`src/rtl/pc_sequencer_if.sv`:
```
// Bundles the sequencer's program-counter, ROM/ALU and status signals into one port.
// master = sequencer side, slave = program counter / top-level side.
interface pc_sequencer_if #(
    parameter int PC_W    = 10,
    parameter int INSTR_W = 9
);
    logic               start;
    logic [PC_W-1:0]    PC;
    logic               halt;
    logic [INSTR_W-1:0] instr;
    logic               zero_flag;
    logic               pc_init;
    logic               branch_en;
    logic               jump_en;
    logic               done;
    logic               timeout;
    logic               halt_op;
    logic [PC_W-1:0]    final_pc;
    logic [15:0]        cycle_count;

    modport master (
        input  start, PC, halt, instr, zero_flag,
        output pc_init, branch_en, jump_en, done, timeout, halt_op, final_pc, cycle_count
    );

    modport slave (
        output start, PC, halt, instr, zero_flag,
        input  pc_init, branch_en, jump_en, done, timeout, halt_op, final_pc, cycle_count
    );
endinterface

```
`src/rtl/pc_sequencer.sv`:
```
// Program-run sequencer (IDLE/BOOT/RUN/DONE) that drives the program counter's init/branch/jump.
// pc_init and status are registered; branch_en/jump_en are same-cycle decodes of instr in RUN.
module pc_sequencer #(
    parameter int PC_W        = 10,
    parameter int INSTR_W     = 9,
    parameter int BOOT_CYCLES = 2,
    parameter int MAX_CYCLES  = 1024
) (
    input  logic          CLK,
    input  logic          init,
    pc_sequencer_if.master bus
);
    localparam int BOOT_W = (BOOT_CYCLES > 1) ? $clog2(BOOT_CYCLES) : 1;
    localparam logic [BOOT_W-1:0] BOOT_LAST = BOOT_W'(BOOT_CYCLES - 1);
    localparam logic [15:0]       WDOG_LAST = 16'(MAX_CYCLES - 1);
    localparam logic [2:0]        OP_BEQZ   = 3'b110;
    localparam logic [2:0]        OP_JMPB   = 3'b111;

    typedef enum logic [1:0] {
        S_IDLE,
        S_BOOT,
        S_RUN,
        S_DONE
    } state_e;

    state_e            state_q;
    logic [BOOT_W-1:0] boot_cnt_q;
    logic [15:0]       cycle_cnt_q;
    logic [15:0]       cycle_cnt_d;
    logic [PC_W-1:0]   final_pc_q;
    logic              timeout_q;
    logic              halt_op_q;

    logic [2:0] opcode;
    logic       halt_instr;
    logic       wdog_hit;
    logic       run_exit;
    logic       in_run;

    always_comb begin
        opcode      = bus.instr[INSTR_W-1 -: 3];
        halt_instr  = (bus.instr == '0);
        wdog_hit    = (cycle_cnt_q == WDOG_LAST);
        run_exit    = bus.halt | halt_instr | wdog_hit;
        in_run      = (state_q == S_RUN);
        cycle_cnt_d = (cycle_cnt_q == 16'hFFFF) ? cycle_cnt_q : cycle_cnt_q + 16'd1;
    end

    always_ff @(posedge CLK) begin
        if (init) begin
            state_q     <= S_IDLE;
            boot_cnt_q  <= '0;
            cycle_cnt_q <= '0;
            final_pc_q  <= '0;
            timeout_q   <= 1'b0;
            halt_op_q   <= 1'b0;
        end else begin
            case (state_q)
                S_IDLE: begin
                    if (bus.start) begin
                        state_q     <= S_BOOT;
                        boot_cnt_q  <= '0;
                        cycle_cnt_q <= '0;
                        timeout_q   <= 1'b0;
                        halt_op_q   <= 1'b0;
                    end
                end
                S_BOOT: begin
                    if (boot_cnt_q == BOOT_LAST) begin
                        state_q <= S_RUN;
                    end else begin
                        boot_cnt_q <= boot_cnt_q + 1'b1;
                    end
                end
                S_RUN: begin
                    cycle_cnt_q <= cycle_cnt_d;
                    if (run_exit) begin
                        state_q    <= S_DONE;
                        final_pc_q <= bus.PC;
                        // A PC-side halt ends the run with neither cause flag set.
                        if (!bus.halt) begin
                            if (halt_instr) begin
                                halt_op_q <= 1'b1;
                            end else begin
                                timeout_q <= 1'b1;
                            end
                        end
                    end
                end
                S_DONE: begin
                    if (!bus.start) begin
                        state_q <= S_IDLE;
                    end
                end
                default: state_q <= S_IDLE;
            endcase
        end
    end

    assign bus.pc_init     = (state_q == S_IDLE) || (state_q == S_BOOT);
    assign bus.branch_en   = in_run && !run_exit && (opcode == OP_BEQZ) && bus.zero_flag;
    assign bus.jump_en     = in_run && !run_exit && (opcode == OP_JMPB);
    assign bus.done        = (state_q == S_DONE);
    assign bus.timeout     = timeout_q;
    assign bus.halt_op     = halt_op_q;
    assign bus.final_pc    = final_pc_q;
    assign bus.cycle_count = cycle_cnt_q;

    a_branch_jump_exclusive: assert property (@(posedge CLK) !(bus.branch_en && bus.jump_en));
    a_cause_exclusive:       assert property (@(posedge CLK) !(timeout_q && halt_op_q));

endmodule

```
`src/flat_wrapper.sv`:
```
// flat-port wrapper written by rule: the top's interface ports become plain ports
module pc_sequencer_flat 
#(
    parameter int PC_W        = 10,
    parameter int INSTR_W     = 9,
    parameter int BOOT_CYCLES = 2,
    parameter int MAX_CYCLES  = 1024
)
  (CLK, init, bus_start, bus_PC, bus_halt, bus_instr, bus_zero_flag, bus_pc_init, bus_branch_en, bus_jump_en, bus_done, bus_timeout, bus_halt_op, bus_final_pc, bus_cycle_count);
  pc_sequencer_if #(.PC_W(PC_W), .INSTR_W(INSTR_W)) bus_i ();
  input  logic CLK;
  input  logic init;
  input wire logic [$bits(bus_i.start)-1:0] bus_start;
  input wire logic [$bits(bus_i.PC)-1:0] bus_PC;
  input wire logic [$bits(bus_i.halt)-1:0] bus_halt;
  input wire logic [$bits(bus_i.instr)-1:0] bus_instr;
  input wire logic [$bits(bus_i.zero_flag)-1:0] bus_zero_flag;
  output wire logic [$bits(bus_i.pc_init)-1:0] bus_pc_init;
  output wire logic [$bits(bus_i.branch_en)-1:0] bus_branch_en;
  output wire logic [$bits(bus_i.jump_en)-1:0] bus_jump_en;
  output wire logic [$bits(bus_i.done)-1:0] bus_done;
  output wire logic [$bits(bus_i.timeout)-1:0] bus_timeout;
  output wire logic [$bits(bus_i.halt_op)-1:0] bus_halt_op;
  output wire logic [$bits(bus_i.final_pc)-1:0] bus_final_pc;
  output wire logic [$bits(bus_i.cycle_count)-1:0] bus_cycle_count;
  assign bus_i.start = bus_start;
  assign bus_i.PC = bus_PC;
  assign bus_i.halt = bus_halt;
  assign bus_i.instr = bus_instr;
  assign bus_i.zero_flag = bus_zero_flag;
  assign bus_pc_init = bus_i.pc_init;
  assign bus_branch_en = bus_i.branch_en;
  assign bus_jump_en = bus_i.jump_en;
  assign bus_done = bus_i.done;
  assign bus_timeout = bus_i.timeout;
  assign bus_halt_op = bus_i.halt_op;
  assign bus_final_pc = bus_i.final_pc;
  assign bus_cycle_count = bus_i.cycle_count;
  pc_sequencer #(.PC_W(PC_W), .INSTR_W(INSTR_W), .BOOT_CYCLES(BOOT_CYCLES), .MAX_CYCLES(MAX_CYCLES)) u_core (.CLK(CLK), .init(init), .bus(bus_i));
endmodule
```
`config.mk`:
```
export PLATFORM = sky130hd
export DESIGN_NAME = pc_sequencer_flat
export DESIGN_NICKNAME = d
export VERILOG_FILES = /design/src/rtl/pc_sequencer_if.sv /design/src/rtl/pc_sequencer.sv /design/src/flat_wrapper.sv
export SDC_FILE = /design/constraint.sdc
export NUM_CORES = 1
export LEC_CHECK = 0
export ABC_AREA = 1
export CAP_MARGIN = 5
export CORE_AREA = 2 2 94 51
export CTS_BUF_LIST = sky130_fd_sc_hd__clkbuf_8
export CTS_CLUSTER_SIZE = 10
export DETAILED_ROUTE_END_ITERATION = 10
export DIE_AREA = 0 0 96 53
export PLACE_DENSITY = 0.72
export SETUP_SLACK_MARGIN = 0.15
export SLEW_MARGIN = 20
export SYNTH_ARGS = -nofsm -noshare
export SYNTH_HDL_FRONTEND = slang
export SYNTH_SLANG_ARGS = --single-unit
```
`constraint.sdc`:
```
create_clock -name CLK -period 1.9 [get_ports CLK]
set_input_delay 0.57 -clock CLK [delete_from_list [all_inputs] [get_ports CLK]]
set_output_delay 0.57 -clock CLK [all_outputs]
set_load 0.1 [all_outputs]
```
==> metrics.yaml <==
run_status:
  run_status: "finished with violations"
  violations: "setup timing"
setup_path:
  critPathRequiredTime_ps: 1330
  cp_slowest_cell: "dfxtp_4"
  critPathMaxFanout: 3
  rr_endpoint: "u_core.bus.cycle_count[12]$_SDFFE_PP0P_"
  slowest_delay_ps: 360
  r2r_cells: 11
  cp-start-kind: "register"
  crit_chain: "ha_4, nand3_4, nor2_2, nand3_2, nand3_4, nor3_4, buf_12"
  crit_top_cell: "nand3_4"
  reg2reg_slack_ps: 60
  cp-startpoint: "u_core.bus.cycle_count[0]$_SDFFE_PP0P_"
  r2r-start: "u_core.bus.cycle_count[0]$_SDFFE_PP0P_"
  cp-end-kind: "output pin"
  criticalPathCategory: "reg -> out"
  crit_arrival_ps: 1510
die:
  die_y_um: 53
  die-area_mm2: 0.00509
  die_w_um: 96
  row_count: 17
  num_io_pins: 56
  initial_core_util_pct: 41.1
  core_mm2: 0.00423
clock_network:
  clock-root-buffer: "clkbuf_8"
  cts.sinks: 31
  clk_latency_ps: 290
  cts_inserted_buffers: 5
  clk_pin_slew_worst_paths_ps: 70
  holdBufCountCts: 0
  clockBufferDepth: 2
  tritoncts: "done"
  htree_levels: 2
cells_and_area:
  fin_cells: 415
  area_delta_synth_final_pct: 97.9
  fillerInstances: 274
  ff_latch_area_um2: 673
  final_common_cell: "nand2_1"
  drive_gt1_share_pct: 50.3
  mostFrequentLayoutCells: "nand2_1, buf_4, buf_12"
  final_nets: 386
  multiInputGateArea_mm2: 0.00127
  diodes: 0
global_routing:
  gr-total-overflow: 0
  grt_use_total_pct: 23.9
  grt_pass1_wl_um: 9160
  grt_pass1_vias: 1878
  antenna_found_initial: 0
  grt_max_degree: 18
sta:
  rsz0062_at_grt: "true"
  worst_pin_slew_ps: 282
  skew_ps: 8.20
  setup_viol: 2
  fmaxAchievable_ghz: 0.480
  period_needed_ps: 2080
  fin_crit_sh_pct: 110
  slew_violations: 0
  relSlewSlack_pct: 81.0
  hold_viol: 0
  setup_slack_ps: -184
synth:
  synth.avg_cell_area_um2: 6.76
  yosysSeqAreaShare_pct: 35.7
  yosysUniqueCellTypes: 26
  synth_compound_area_share_pct: 12.2
  synthFlopType: "dfxtp_1"
  async_flop_share_pct: 0
  yosysTopAreaCell: "dfxtp_1"
  netlist_area_mm2: 0.00174
  ys_ff_latch: 31
  synth_mux_area_share_pct: 0
  synthTopCellsByArea: "dfxtp_1, nand2_1, nor2_1"
  yosysWarnings: 0
  synthCells: 257
  synth_top_area_share_pct: 35.7
  synthXorXnorAreaFrac_pct: 1.51
  synth_fa_ha_area_share_pct: 3.60
  synth_edf_count: 0
  synth_top_family_by_area: "simple AND/OR/NAND/NOR gates"
  syn_nets: 286
  yosys.area_share.simple_pct: 38.2
min_path:
  holdPathStages: 2
  hp-class: "reg -> reg"
  hp-start: "u_core.bus.final_pc[0]$_SDFFE_PP0P_"
  hold_end: "u_core.bus.final_pc[0]$_SDFFE_PP0P_"
detailed_routing:
  num_vias: 2154
  drcViolationCount: 0
  viasPerCell: 5.19
  drtIter0Drc: 104
  final_antenna_net_count: 0
  wl_per_cell_um: 15.5
  wl_um: 6440
  dr.pass1.iters: 4
placed_design:
  place_ws_ps: -633
  hpwl_um: 4020
  dpl.cell_count: 393
  portBuffers: 55
  gp_congestion: 0.858
pwr:
  ir_drop_v: 0.000809
  p_leak_nw: 1.38
  power.density_mw_per_mm2: 1140
flow_run:
  maxCapViolCount: 0
## cell type report
type | count | area share, %
multi-input cells | 192 | 36.9
repair buffers | 97 | 34.3
flip-flops and latches | 31 | 19.6
inverters | 29 | 3.46
clock buffers | 6 | 2.40
well taps | 57 | 2.07
clock inverters | 2 | 1.02
repair inverters | 1 | 0.218
## worst max path at each step
| stage | end | slack (ps) | depth (start not counted) |
|---|---|---|---|
| 6_report | bus_branch_en | -180 | 7 |
| 5_1_grt | bus_branch_en | -270 | 7 |
| 4_1_cts | bus_branch_en | -180 | 7 |
| 3_5_place_dp | bus_branch_en | -630 | 8 |
| 3_3_place_gp | bus_branch_en | -600 | 8 |
| 2_1_floorplan | bus_branch_en | -490 | 6 |
## where the power goes
| part | internal (mW) | leakage (nW) | switching [mW] |
|---|---|---|---|
| Sequential | 0.732 | 0.263 | 0.0910 |
| Clock | 0.424 | 0.0612 | 0.270 |
| Combinational | 0.993 | 1.06 | 1.41 |
| Total | 2.15 | 1.38 | 1.78 |
## cells by family after synthesis
| logic type | Yosys count |
|---|---|
| adders and majority gates | 5 |
| and+or+nand+nor | 147 |
| xor gates and xnor gates | 3 |
| AOI/OAI and AO/OA | 36 |
| DFF | 31 |
| buffers and inverters | 35 |
## stage by stage
| stage | hold WS (ps) | power [mW] | util [%] | instance area, µm² | TNS [ps] |
|---|---|---|---|---|---|
| 6_report | 501 | 3.92 | 81.3 | 3440 | -363 |
| 5_1_grt | 519 | 4.11 | 81.3 | 3440 | -586 |
| 4_1_cts | 486 | 3.51 | 75.1 | 3180 | -349 |
| 3_5_place_dp | 479 | 2.69 | 70.3 | 2980 | -4810 |
| 3_3_place_gp | 462 | 2.66 | 70.3 | 2980 | -4000 |
| 2_1_floorplan | 444 | 1.98 | - | 1840 | -935 |
## cells in the mapped netlist, types with 2 or more instances
| master | n |
|---|---|
| nand2_4 | 2 |
| nor2_1 | 35 |
| a21oi_1 | 19 |
| ha_1 | 5 |
| nand4_1 | 4 |
| nor2_2 | 4 |
| inv_1 | 28 |
| nand2_2 | 3 |
| dfxtp_1 | 31 |
| a21oi_2 | 8 |
| nand3_1 | 21 |
| o21ai_1 | 4 |
| o21ai_0 | 4 |
| nor3_1 | 8 |
| xor2_1 | 3 |
| nand2_1 | 66 |
| clkbuf_1 | 3 |
## what timing repair did
item                       4_1_cts  5_1_grt
resized for setup               59       49
setup buffers                    4        7
pin swaps                       14       32
gates cloned                     1        2
setup endpoints to repair       21       30
## worst max-delay path: cells and delay by family, from the launching register on
family	cells	cell delay (ps)
and+or+nand+nor	5	500
DFF	1	360
buffers and inverters	1	200
adders and majority gates	1	170
## flip-flops by register name, indices dropped and copies added (netlist names)
register                count
u_core.bus.final_pc        10
u_core.bus.cycle_count     16
u_core.bus.timeout          1
u_core.state_q              2
u_core.bus.halt_op          1
u_core.boot_cnt_q           1
## per-layer routing
layer	wire length, µm	global-route usage, %	vias up
met3	556	6.13	11
met1	2680	32.1	997
li1	-	-	1030
met5	0	0	-
met2	3080	38.3	116
met4	112	5.95	0
No activity file was read; power rests on OpenSTA's default activity.
